<file path="config.mk">
export PLATFORM = sky130hd
export DESIGN_NAME = ama_riscv_mmio_uart
export DESIGN_NICKNAME = d
export VERILOG_FILES = /design/src/rtl/ama_riscv_pkg.sv /design/src/rtl/ama_riscv_mmio_rx_fifo.sv /design/src/rtl/ama_riscv_mmio_uart.sv
export SDC_FILE = /design/constraint.sdc
export NUM_CORES = 1
export LEC_CHECK = 0
export CAP_MARGIN = 10
export CORE_ASPECT_RATIO = 1.75
export CORE_MARGIN = 2
export CORE_UTILIZATION = 30
export CTS_BUF_LIST = sky130_fd_sc_hd__clkbuf_4 sky130_fd_sc_hd__clkbuf_8 sky130_fd_sc_hd__clkbuf_16
export CTS_CLUSTER_DIAMETER = 30
export DETAILED_ROUTE_END_ITERATION = 8
export SLEW_MARGIN = 30
export SYNTH_ARGS = -nofsm -noshare
export SYNTH_HDL_FRONTEND = slang
export SYNTH_HIERARCHICAL = 1
export SYNTH_SLANG_ARGS = --single-unit
</file>
<file path="constraint.sdc">
create_clock -name clk -period 2.2 [get_ports clk]
set_clock_uncertainty 0.2 [all_clocks]
set_input_delay 0.55 -clock clk [delete_from_list [all_inputs] [get_ports clk]]
set_output_delay 0.55 -clock clk [all_outputs]
set_load 0.02 [all_outputs]
</file>
<file path="src/rtl/ama_riscv_pkg.sv">
// Shared MMIO/UART definitions: state enums and frame geometry.
package ama_riscv_pkg;

  localparam int UART_FRAME_BITS = 10;
  localparam int UART_DATA_BITS  = 8;

  typedef enum logic {
    TX_IDLE,
    TX_SHIFT
  } uart_tx_state_t;

  typedef enum logic [1:0] {
    RX_IDLE,
    RX_START,
    RX_DATA,
    RX_STOP
  } uart_rx_state_t;

endpackage

</file>
<file path="src/rtl/ama_riscv_mmio_rx_fifo.sv">
// UART receive buffer.
// MMIO_UART_RX_FIFO_EN defined: DEPTH-entry circular FIFO (DEPTH a power of 2, >= 2).
// Undefined: single holding register with a valid bit.
// A push while full is dropped unless a pop happens in the same cycle.
module ama_riscv_mmio_rx_fifo
  import ama_riscv_pkg::*;
#(
  parameter int DEPTH = 4
) (
  input  logic                      clk,
  input  logic                      rst_n,
  input  logic                      push,
  input  logic [UART_DATA_BITS-1:0] push_data,
  input  logic                      pop,
  output logic                      full,
  output logic                      empty,
  output logic [UART_DATA_BITS-1:0] head
);

  logic do_push;
  logic do_pop;

`ifdef MMIO_UART_RX_FIFO_EN
  localparam int AW = $clog2(DEPTH);
  localparam logic [AW:0] PTR_ONE = 1;

  // Pointers carry one extra MSB so equal indices can mean either empty or full.
  logic [AW:0]               wr_ptr;
  logic [AW:0]               rd_ptr;
  logic [UART_DATA_BITS-1:0] mem [DEPTH];

  assign empty   = (wr_ptr == rd_ptr);
  assign full    = (wr_ptr[AW] != rd_ptr[AW]) && (wr_ptr[AW-1:0] == rd_ptr[AW-1:0]);
  assign do_pop  = pop && !empty;
  assign do_push = push && (!full || do_pop);
  assign head    = mem[rd_ptr[AW-1:0]];

  // Circular buffer storage and pointer advance.
  always_ff @(posedge clk or negedge rst_n) begin
    if (!rst_n) begin
      wr_ptr <= '0;
      rd_ptr <= '0;
      for (int i = 0; i < DEPTH; i++) mem[i] <= '0;
    end else begin
      if (do_push) begin
        mem[wr_ptr[AW-1:0]] <= push_data;
        wr_ptr              <= wr_ptr + PTR_ONE;
      end
      if (do_pop) rd_ptr <= rd_ptr + PTR_ONE;
    end
  end
`else
  logic                      hold_valid;
  logic [UART_DATA_BITS-1:0] hold_data;

  assign empty   = !hold_valid;
  assign full    = hold_valid;
  assign head    = hold_data;
  assign do_pop  = pop && hold_valid;
  assign do_push = push && (!hold_valid || do_pop);

  // Single-entry holding register; a new byte replaces one popped in the same cycle.
  always_ff @(posedge clk or negedge rst_n) begin
    if (!rst_n) begin
      hold_valid <= 1'b0;
      hold_data  <= '0;
    end else if (do_push) begin
      hold_valid <= 1'b1;
      hold_data  <= push_data;
    end else if (do_pop) begin
      hold_valid <= 1'b0;
    end
  end
`endif

endmodule

</file>
<file path="src/rtl/ama_riscv_mmio_uart.sv">
// MMIO peripheral beside the core: cycle / retired-instruction counters,
// 8N1 UART transmitter and 8N1 UART receiver with receive buffer.
// Build option MMIO_UART_RX_FIFO_EN selects a RX_FIFO_DEPTH-entry receive FIFO
// instead of the default single holding register.
module ama_riscv_mmio_uart
  import ama_riscv_pkg::*;
#(
  parameter int CLOCK_FREQ    = 100_000_000,
  parameter int BAUD_RATE     = 115_200,
  parameter int RX_FIFO_DEPTH = 4
) (
  input  logic        clk,
  input  logic        rst_n,
  input  logic        store_to_uart,
  input  logic        load_from_uart,
  input  logic        inst_wb_nop_or_clear,
  input  logic        mmio_reset_cnt,
  input  logic [7:0]  mmio_uart_data_in,
  input  logic        serial_in,
  output logic [31:0] mmio_instr_cnt,
  output logic [31:0] mmio_cycle_cnt,
  output logic [7:0]  mmio_uart_data_out,
  output logic        mmio_data_out_valid,
  output logic        mmio_data_in_ready,
  output logic        serial_out
);

  localparam int CLKS_PER_BIT = CLOCK_FREQ / BAUD_RATE;
  localparam int CNT_W        = $clog2(CLKS_PER_BIT);
  localparam logic [CNT_W-1:0] BIT_LAST  = CNT_W'(CLKS_PER_BIT - 1);
  localparam logic [CNT_W-1:0] HALF_LAST = CNT_W'(CLKS_PER_BIT / 2 - 1);
  localparam logic [CNT_W-1:0] CNT_ONE   = 1;
  localparam logic [3:0] TX_LAST_BIT = 4'(UART_FRAME_BITS - 1);
  localparam logic [2:0] RX_LAST_BIT = 3'(UART_DATA_BITS - 1);

  // ---------------------------------------------------------------- counters
  // Free-running cycle counter and retired-instruction counter; clear wins.
  always_ff @(posedge clk or negedge rst_n) begin
    if (!rst_n) begin
      mmio_cycle_cnt <= '0;
      mmio_instr_cnt <= '0;
    end else if (mmio_reset_cnt) begin
      mmio_cycle_cnt <= '0;
      mmio_instr_cnt <= '0;
    end else begin
      mmio_cycle_cnt <= mmio_cycle_cnt + 32'd1;
      if (!inst_wb_nop_or_clear) mmio_instr_cnt <= mmio_instr_cnt + 32'd1;
    end
  end

  // ---------------------------------------------------------------- TX
  uart_tx_state_t tx_state;
  logic [UART_FRAME_BITS-2:0] tx_shift;    // data bits then stop bit still to send
  logic [3:0]                 tx_bit_cnt;  // index of the bit currently on the line
  logic [CNT_W-1:0]           tx_clk_cnt;

  // Serializer: start bit goes out the cycle after accept, each bit held CLKS_PER_BIT cycles.
  always_ff @(posedge clk or negedge rst_n) begin
    if (!rst_n) begin
      tx_state           <= TX_IDLE;
      tx_shift           <= '0;
      tx_bit_cnt         <= '0;
      tx_clk_cnt         <= '0;
      serial_out         <= 1'b1;
      mmio_data_in_ready <= 1'b1;
    end else begin
      case (tx_state)
        TX_IDLE: begin
          if (store_to_uart && mmio_data_in_ready) begin
            tx_shift           <= {1'b1, mmio_uart_data_in};
            serial_out         <= 1'b0;
            tx_bit_cnt         <= '0;
            tx_clk_cnt         <= '0;
            mmio_data_in_ready <= 1'b0;
            tx_state           <= TX_SHIFT;
          end
        end
        TX_SHIFT: begin
          if (tx_clk_cnt == BIT_LAST) begin
            tx_clk_cnt <= '0;
            if (tx_bit_cnt == TX_LAST_BIT) begin
              serial_out         <= 1'b1;
              mmio_data_in_ready <= 1'b1;
              tx_state           <= TX_IDLE;
            end else begin
              serial_out <= tx_shift[0];
              tx_shift   <= {1'b0, tx_shift[UART_FRAME_BITS-2:1]};
              tx_bit_cnt <= tx_bit_cnt + 4'd1;
            end
          end else begin
            tx_clk_cnt <= tx_clk_cnt + CNT_ONE;
          end
        end
      endcase
    end
  end

  // ---------------------------------------------------------------- RX
  uart_rx_state_t rx_state;
  logic                      rx_sync1;
  logic                      rx_sync2;
  logic                      rx_prev;
  logic [UART_DATA_BITS-1:0] rx_shift;
  logic [2:0]                rx_bit_cnt;
  logic [CNT_W-1:0]          rx_clk_cnt;
  logic                      rx_stop_ok;
  logic                      rx_full;
  logic                      rx_empty;
  logic                      fifo_push;
  logic                      fifo_pop;

  // Two-flop synchronizer plus one delay flop for falling-edge detection; idle high.
  always_ff @(posedge clk or negedge rst_n) begin
    if (!rst_n) begin
      rx_sync1 <= 1'b1;
      rx_sync2 <= 1'b1;
      rx_prev  <= 1'b1;
    end else begin
      rx_sync1 <= serial_in;
      rx_sync2 <= rx_sync1;
      rx_prev  <= rx_sync2;
    end
  end

  // Deserializer: half-bit wait validates the start bit, then samples at bit centres.
  always_ff @(posedge clk or negedge rst_n) begin
    if (!rst_n) begin
      rx_state   <= RX_IDLE;
      rx_shift   <= '0;
      rx_bit_cnt <= '0;
      rx_clk_cnt <= '0;
    end else begin
      case (rx_state)
        RX_IDLE: begin
          if (rx_prev && !rx_sync2) begin
            rx_clk_cnt <= '0;
            rx_state   <= RX_START;
          end
        end
        RX_START: begin
          if (rx_clk_cnt == HALF_LAST) begin
            rx_clk_cnt <= '0;
            rx_bit_cnt <= '0;
            rx_state   <= rx_sync2 ? RX_IDLE : RX_DATA;
          end else begin
            rx_clk_cnt <= rx_clk_cnt + CNT_ONE;
          end
        end
        RX_DATA: begin
          if (rx_clk_cnt == BIT_LAST) begin
            rx_clk_cnt <= '0;
            rx_shift   <= {rx_sync2, rx_shift[UART_DATA_BITS-1:1]};
            if (rx_bit_cnt == RX_LAST_BIT) rx_state <= RX_STOP;
            else rx_bit_cnt <= rx_bit_cnt + 3'd1;
          end else begin
            rx_clk_cnt <= rx_clk_cnt + CNT_ONE;
          end
        end
        RX_STOP: begin
          if (rx_clk_cnt == BIT_LAST) begin
            rx_clk_cnt <= '0;
            rx_state   <= RX_IDLE;
          end else begin
            rx_clk_cnt <= rx_clk_cnt + CNT_ONE;
          end
        end
      endcase
    end
  end

  // A good stop bit hands the byte to the buffer on the same edge it is sampled.
  assign rx_stop_ok = (rx_state == RX_STOP) && (rx_clk_cnt == BIT_LAST) && rx_sync2;
  assign fifo_pop   = load_from_uart && !rx_empty;
  assign fifo_push  = rx_stop_ok && (!rx_full || fifo_pop);

  ama_riscv_mmio_rx_fifo #(
    .DEPTH(RX_FIFO_DEPTH)
  ) u_rx_fifo (
    .clk      (clk),
    .rst_n    (rst_n),
    .push     (fifo_push),
    .push_data(rx_shift),
    .pop      (fifo_pop),
    .full     (rx_full),
    .empty    (rx_empty),
    .head     (mmio_uart_data_out)
  );

  assign mmio_data_out_valid = !rx_empty;

endmodule
</file>
-- Yosys cells after proc, flatten, opt, wreduce, memory -nomap -nowiden
Cells that the tools add are included.
- register bits: 125
- latch bits: 0
- memory bits (writable): 0
- ROM bits: 0
- input bits: 15
- output and inout bits: 75
- logic and storage cells: 107
- memories kept: 0
- add/sub/neg operators: 6
- multipliers: 0
- divide/modulo/power cells: 0
- $lt $le $gt $ge: 0
- eq/ne operators: 19
- shifts and indexed selects: 0
- muxes and demuxes: 42
- bitwise logic cells: 1
- reductions and logical operators: 22
- operators by type and width (operator ; count):
    $mux 32 ; 3
    $add 32x1->32 const B ; 2
    $mux 10 ; 5
    $pmux 10 s3 ; 1
    $mux 9 ; 3
    $add 10x1->10 const B ; 2
    $eq 10x10->1 const B ; 2
    $pmux 10 s2 ; 1
    $pmux 9 s2 ; 1
    $ne 2x2->1 const B ; 8
    $mux 2 ; 6
    $mux 4 ; 3
    $eq 10x9->1 const B ; 1
    $mux 1 ; 10
    $mux 3 ; 3
    $logic_and 1x1->1 ; 8
    $pmux 2 s4 ; 1
    $pmux 4 s2 ; 1
    $ne 2x1->1 const B ; 3
    $pmux 1 s2 ; 3
    $pmux 3 s2 ; 1
    $reduce_and 3->1 ; 2
    $reduce_and 5->1 ; 1
    $add 4x1->4 const B ; 1
    13 further kinds ; 18

-- Longest topological paths before layout
- word-level depth: 6
- gate-level depth with buffers: 7
- depth with buffers taken out: 6

-- By module
The synthesis kept the hierarchy.
- by module, submodules not included (module ; times used ; cells an instance ; area an instance (µm²) ; seq. area each (µm²)):
    ama_riscv_mmio_uart ; 1 ; 593 ; 5936.9 ; 2909.0
    ama_riscv_mmio_rx_fifo ; 1 ; 21 ; 381.6 ; 225.2

-- Worst setup path before layout
Ideal clock, no wire load.
- path kind: reg-to-reg
- start point: register rx_clk_cnt[0]
- end point: register u_rx_fifo.hold_data[0] (netlist: u_rx_fifo/head[0])
- setup time: 0.125 ns
- arrival: 2.086 ns
- required time: 1.875 ns
- setup slack: -0.211 ns
- cell stages (with the launch flop): 7
- buffers on the path: 0
- period minus slack after synthesis: 2.411 ns
- cells stage by stage: dfrtp_1 > ha_1 > nor4bb_1 > nand3_1 > nor4_1 > nand2_4 > mux2_4
- longest elaborated chain between the ends: 5
- ends and longest elaborated chain (what ; line ; RTL):
    start, declared ; ama_riscv_mmio_uart.sv:105 ; logic [CNT_W-1:0] rx_clk_cnt;
    start signal, assigned ; ama_riscv_mmio_uart.sv:146 ; rx_clk_cnt <= rx_clk_cnt + CNT_ONE;
    start signal, assigned ; ama_riscv_mmio_uart.sv:156 ; rx_clk_cnt <= rx_clk_cnt + CNT_ONE;
    start signal, assigned ; ama_riscv_mmio_uart.sv:164 ; rx_clk_cnt <= rx_clk_cnt + CNT_ONE;
    $eq 10x10->1 ; ama_riscv_mmio_uart.sv:172 ; assign rx_stop_ok = (rx_state == RX_STOP) && (rx_clk_cnt == BIT_LAST) && rx_sync2;
    $logic_and 1x1->1 (2 in a row) ; ama_riscv_mmio_uart.sv:172 ;
    $logic_and 1x1->1 ; ama_riscv_mmio_uart.sv:174 ; assign fifo_push = rx_stop_ok && (!rx_full || fifo_pop);
    net fifo_push ; ama_riscv_mmio_uart.sv:109 ; logic fifo_push;
    $logic_and 1x1->1 ; ama_riscv_mmio_rx_fifo.sv:60 ; assign do_push = push && (!hold_valid || do_pop);
    end signal, assigned ; ama_riscv_mmio_rx_fifo.sv:69 ; hold_data <= push_data;
    end, declared ; ama_riscv_mmio_rx_fifo.sv:54 ; logic [UART_DATA_BITS-1:0] hold_data;
The timed path passes the listed nets, and every way through them passes these cells.
A chain may end at the register's enable or synchronous reset.

-- Final worst setup path
- start point: register mmio_instr_cnt[13]
- end point: output mmio_instr_cnt[13]
- RTL lines (what ; line ; RTL):
    start, declared ; ama_riscv_mmio_uart.sv:20 ; output logic [31:0] mmio_instr_cnt,
    start signal, assigned ; ama_riscv_mmio_uart.sv:47 ; if (!inst_wb_nop_or_clear) mmio_instr_cnt <= mmio_instr_cnt + 32'd1;
No word-level cell between the ends.

==> results.yml <==
clocking:
  insertion_delay_ns: 0.41
  cts.sinks: 125
  path_clk_slew_ns: 0.06
  clockRootBuffer: "clkbuf_16"
  cts_tree: "built"
  cts_htree_levels: 4
  cts-buffers-inserted: 17
  cts.path.max_buffers: 2
worst_setup_path:
  crit_path_max_fanout: 3
  cp.required_ns: 1.45
  cp.buffers_inverters: 1
  crit_chain: "clkdlybuf4s50_1"
  cp.arrival_ns: 1.41
  crit_path_top_delay_cell: "clkdlybuf4s50_1"
  cp-start-kind: "register"
  crit_path_max_incr_delay_ns: 0.62
  end_kind: "primary output"
  worstSetupPathType: "reg -> out"
  cp_top_family: "buffers and inverters"
sta:
  clock.fmax_mhz: 462
  worst_pin_slew_ns: 0.511
  whs_ns: 0.157
  slew_headroom_pct: 65.9
  layout_min_cycle_time_ns: 2.16
  fin_crit_sh_pct: 98.3
  rsz0062_at_grt: "true"
  finalSetupViolations: 0
  slew_violations: 0
  finalHoldViolCount: 0
synth:
  async_flop_share_pct: 100
  yosysTopAreaCell: "dfrtp_1"
  yosys-top-cells-area: "dfrtp_1, or4_1, nor2_1"
  yosys.area_share.simple_pct: 22.9
  yosysWarnings: 6
  synth_most_common_cell: "dfrtp_1"
  syn-num-nets: 638
  synth_compound_area_share_pct: 12.7
  synth_seq_cells: 125
  synth_top_family_by_area: "simple AND/OR/NAND/NOR gates"
  syn_area_per_cell_um2: 10.3
  synthCells: 614
  yosysTopAreaCellShare_pct: 47.5
  synthXorXnorAreaFrac_pct: 4.57
  syn_area_mm2: 0.00632
  ys_types: 62
  ys_seq_area_share_pct: 49.6
  synth_commonest_cells: "dfrtp_1, nor2_1, nand2_1, a21oi_1, nand3_1"
  muxShareOfSynthArea_pct: 5.52
  synth_fa_ha_area_share_pct: 1.78
  synth_top_flop_cell: "dfrtp_1"
  synth_edf_count: 0
placed_design:
  placed_cells: 1010
  place_congestion: 0.839
  placed_cell_area_mm2: 0.00812
  hpwl_um: 11900
  numPortBuffers: 89
grt:
  track_usage_pct: 15.3
  first_global_vias: 5552
  antenna_found_initial: 0
  grt_remaining_overflow: 0
  grt_max_degree: 40
  grt_pass1_wl_um: 27500
floorplanning:
  die_area_mm2: 0.0223
  fp.coreArea_mm2: 0.0208
  row_count: 70
  dieHeight_um: 196
  io_pins: 90
  die_x_um: 114
  start_util_pct: 30.4
route:
  route.detailed.drc: 0
  vias: 5377
  drt_iter0_drc: 273
  vias_per_cell: 5.15
  ant_nets: 0
  drt-pass1-iter-count: 4
  wl_per_cell_um: 15.7
  routed_wirelength_um: 16300
final_layout:
  area_growth_pct: 38.4
  layout.nets: 804
  layout-drive-gt1-share_pct: 23.0
  final_cells: 1044
  diodes: 0
  design_area_mm2: 0.00875
  final_util_pct: 42.1
job:
  drv_cap: 0
outcome:
  status: "complete, no violations"
pwr:
  ir_drop_v: 0.000435
  p_leak_nw: 4.13
  powerDensity_mw_per_mm2: 751
hold_path:
  min_path_type: "reg -> reg"
power breakdown:
group / internal (mW) / switching [mW]
sequential: 2.49 / 0.169
clock: 1.99 / 0.994
combinational: 0.459 / 0.464
cell families (layout without fill, tap and decap cells):
family | after synthesis | count (layout)
compound gates | 114 | 114
xor+xnor | 33 | 33
fa+ha+maj | 9 | 9
buf+inv | 47 | 225
flops | 125 | 125
mux | 29 | 29
simple gates | 257 | 257
registers in the layout, summed over array words and instances (netlist names), 3 cells and up, named ones only:
register and flops:
mmio_instr_cnt 32, tx_clk_cnt 10, u_rx_fifo/head 8, mmio_cycle_cnt 32, tx_shift 9, rx_clk_cnt 10, rx_shift 8, tx_bit_cnt 4
rx_bit_cnt 3
what timing repair did:
action                                  CTS  global route
endpoints found under the hold margin    28             0
buffers inserted                          0             2
endpoints found under the setup margin   68            29
hold buffers                              1             0
pin swaps                                 3             4
resized for setup                        60            15
worst paths after layout:
path,endpoint,slack [ns],cells past startpoint,start
setup / recovery,mmio_instr_cnt[13],0.04,1,mmio_instr_cnt[13]
hold / removal,rx_sync2,0.16,0,rx_sync1
setup reg to reg,u_rx_fifo/head[6],0.06,6,rx_clk_cnt[0]
hold reg to reg,rx_sync2,0.16,0,rx_sync1
max in group asynchronous,serial_out,0.73,3,rst_n
min in group asynchronous,mmio_instr_cnt[26],0.46,2,rst_n
area by class of cell:
type / instances / area, um2
fillers: 2019 / 12000
flip-flops and latches: 125 / 3140
multi-input cells: 442 / 3060
repair buffers: 175 / 1530
clock buffers: 23 / 483
well taps: 252 / 315
clock inverters: 8 / 140
inverters: 19 / 71.3
through the flow:
step / power, mW / setup WS [ns] / setup TNS [ns]
2_1_floorplan: 3.18 / 0.00892 / 0
3_3_place_gp: 3.61 / -0.323 / -4.84
3_5_place_dp: 3.63 / -0.342 / -5.07
4_1_cts: 6.64 / 0.000426 / 0
5_1_grt: 6.88 / -0.0690 / -0.481
6_report: 6.57 / 0.0375 / 0
cells in the final DEF (no fill, tap or decap), types with 4 or more instances in the layout:
cell type and n:
clkbuf_16 17, buf_12 4, and4_1 11, or2_2 4, dlygate4sd2_1 59, inv_1 19
or4_1 23, dfrtp_2 6, o221a_2 8, and3_1 8, mux2_4 8, dlymetal6s2s_1 9
nand3_1 31, dfrtp_1 114, o21ai_0 13, clkinv_2 4, nor2b_1 11, or3_1 4
nand2b_1 11, ha_1 7, nor2_1 46, nand2_1 44, nand4_1 21, xor2_1 18
bufinv_16 4, xnor2_1 15, mux2_2 15, dfstp_2 5, buf_4 82, a31oi_1 5
o31ai_1 23, a22o_1 6, a21oi_1 33, o211ai_1 4, clkdlybuf4s50_1 19, nor4_1 12
clkbuf_4 4, mux2i_1 6, nor3_1 7
layer usage:
layer	GRT usage, %	vias to the layer above	wire (um)
li1	-	2605	-
met5	0	-	0
met1	16.8	2663	6600
met2	28.4	91	8890
met3	3.00	18	506
met4	6.10	0	342
(Power assumes the default switching activity.)
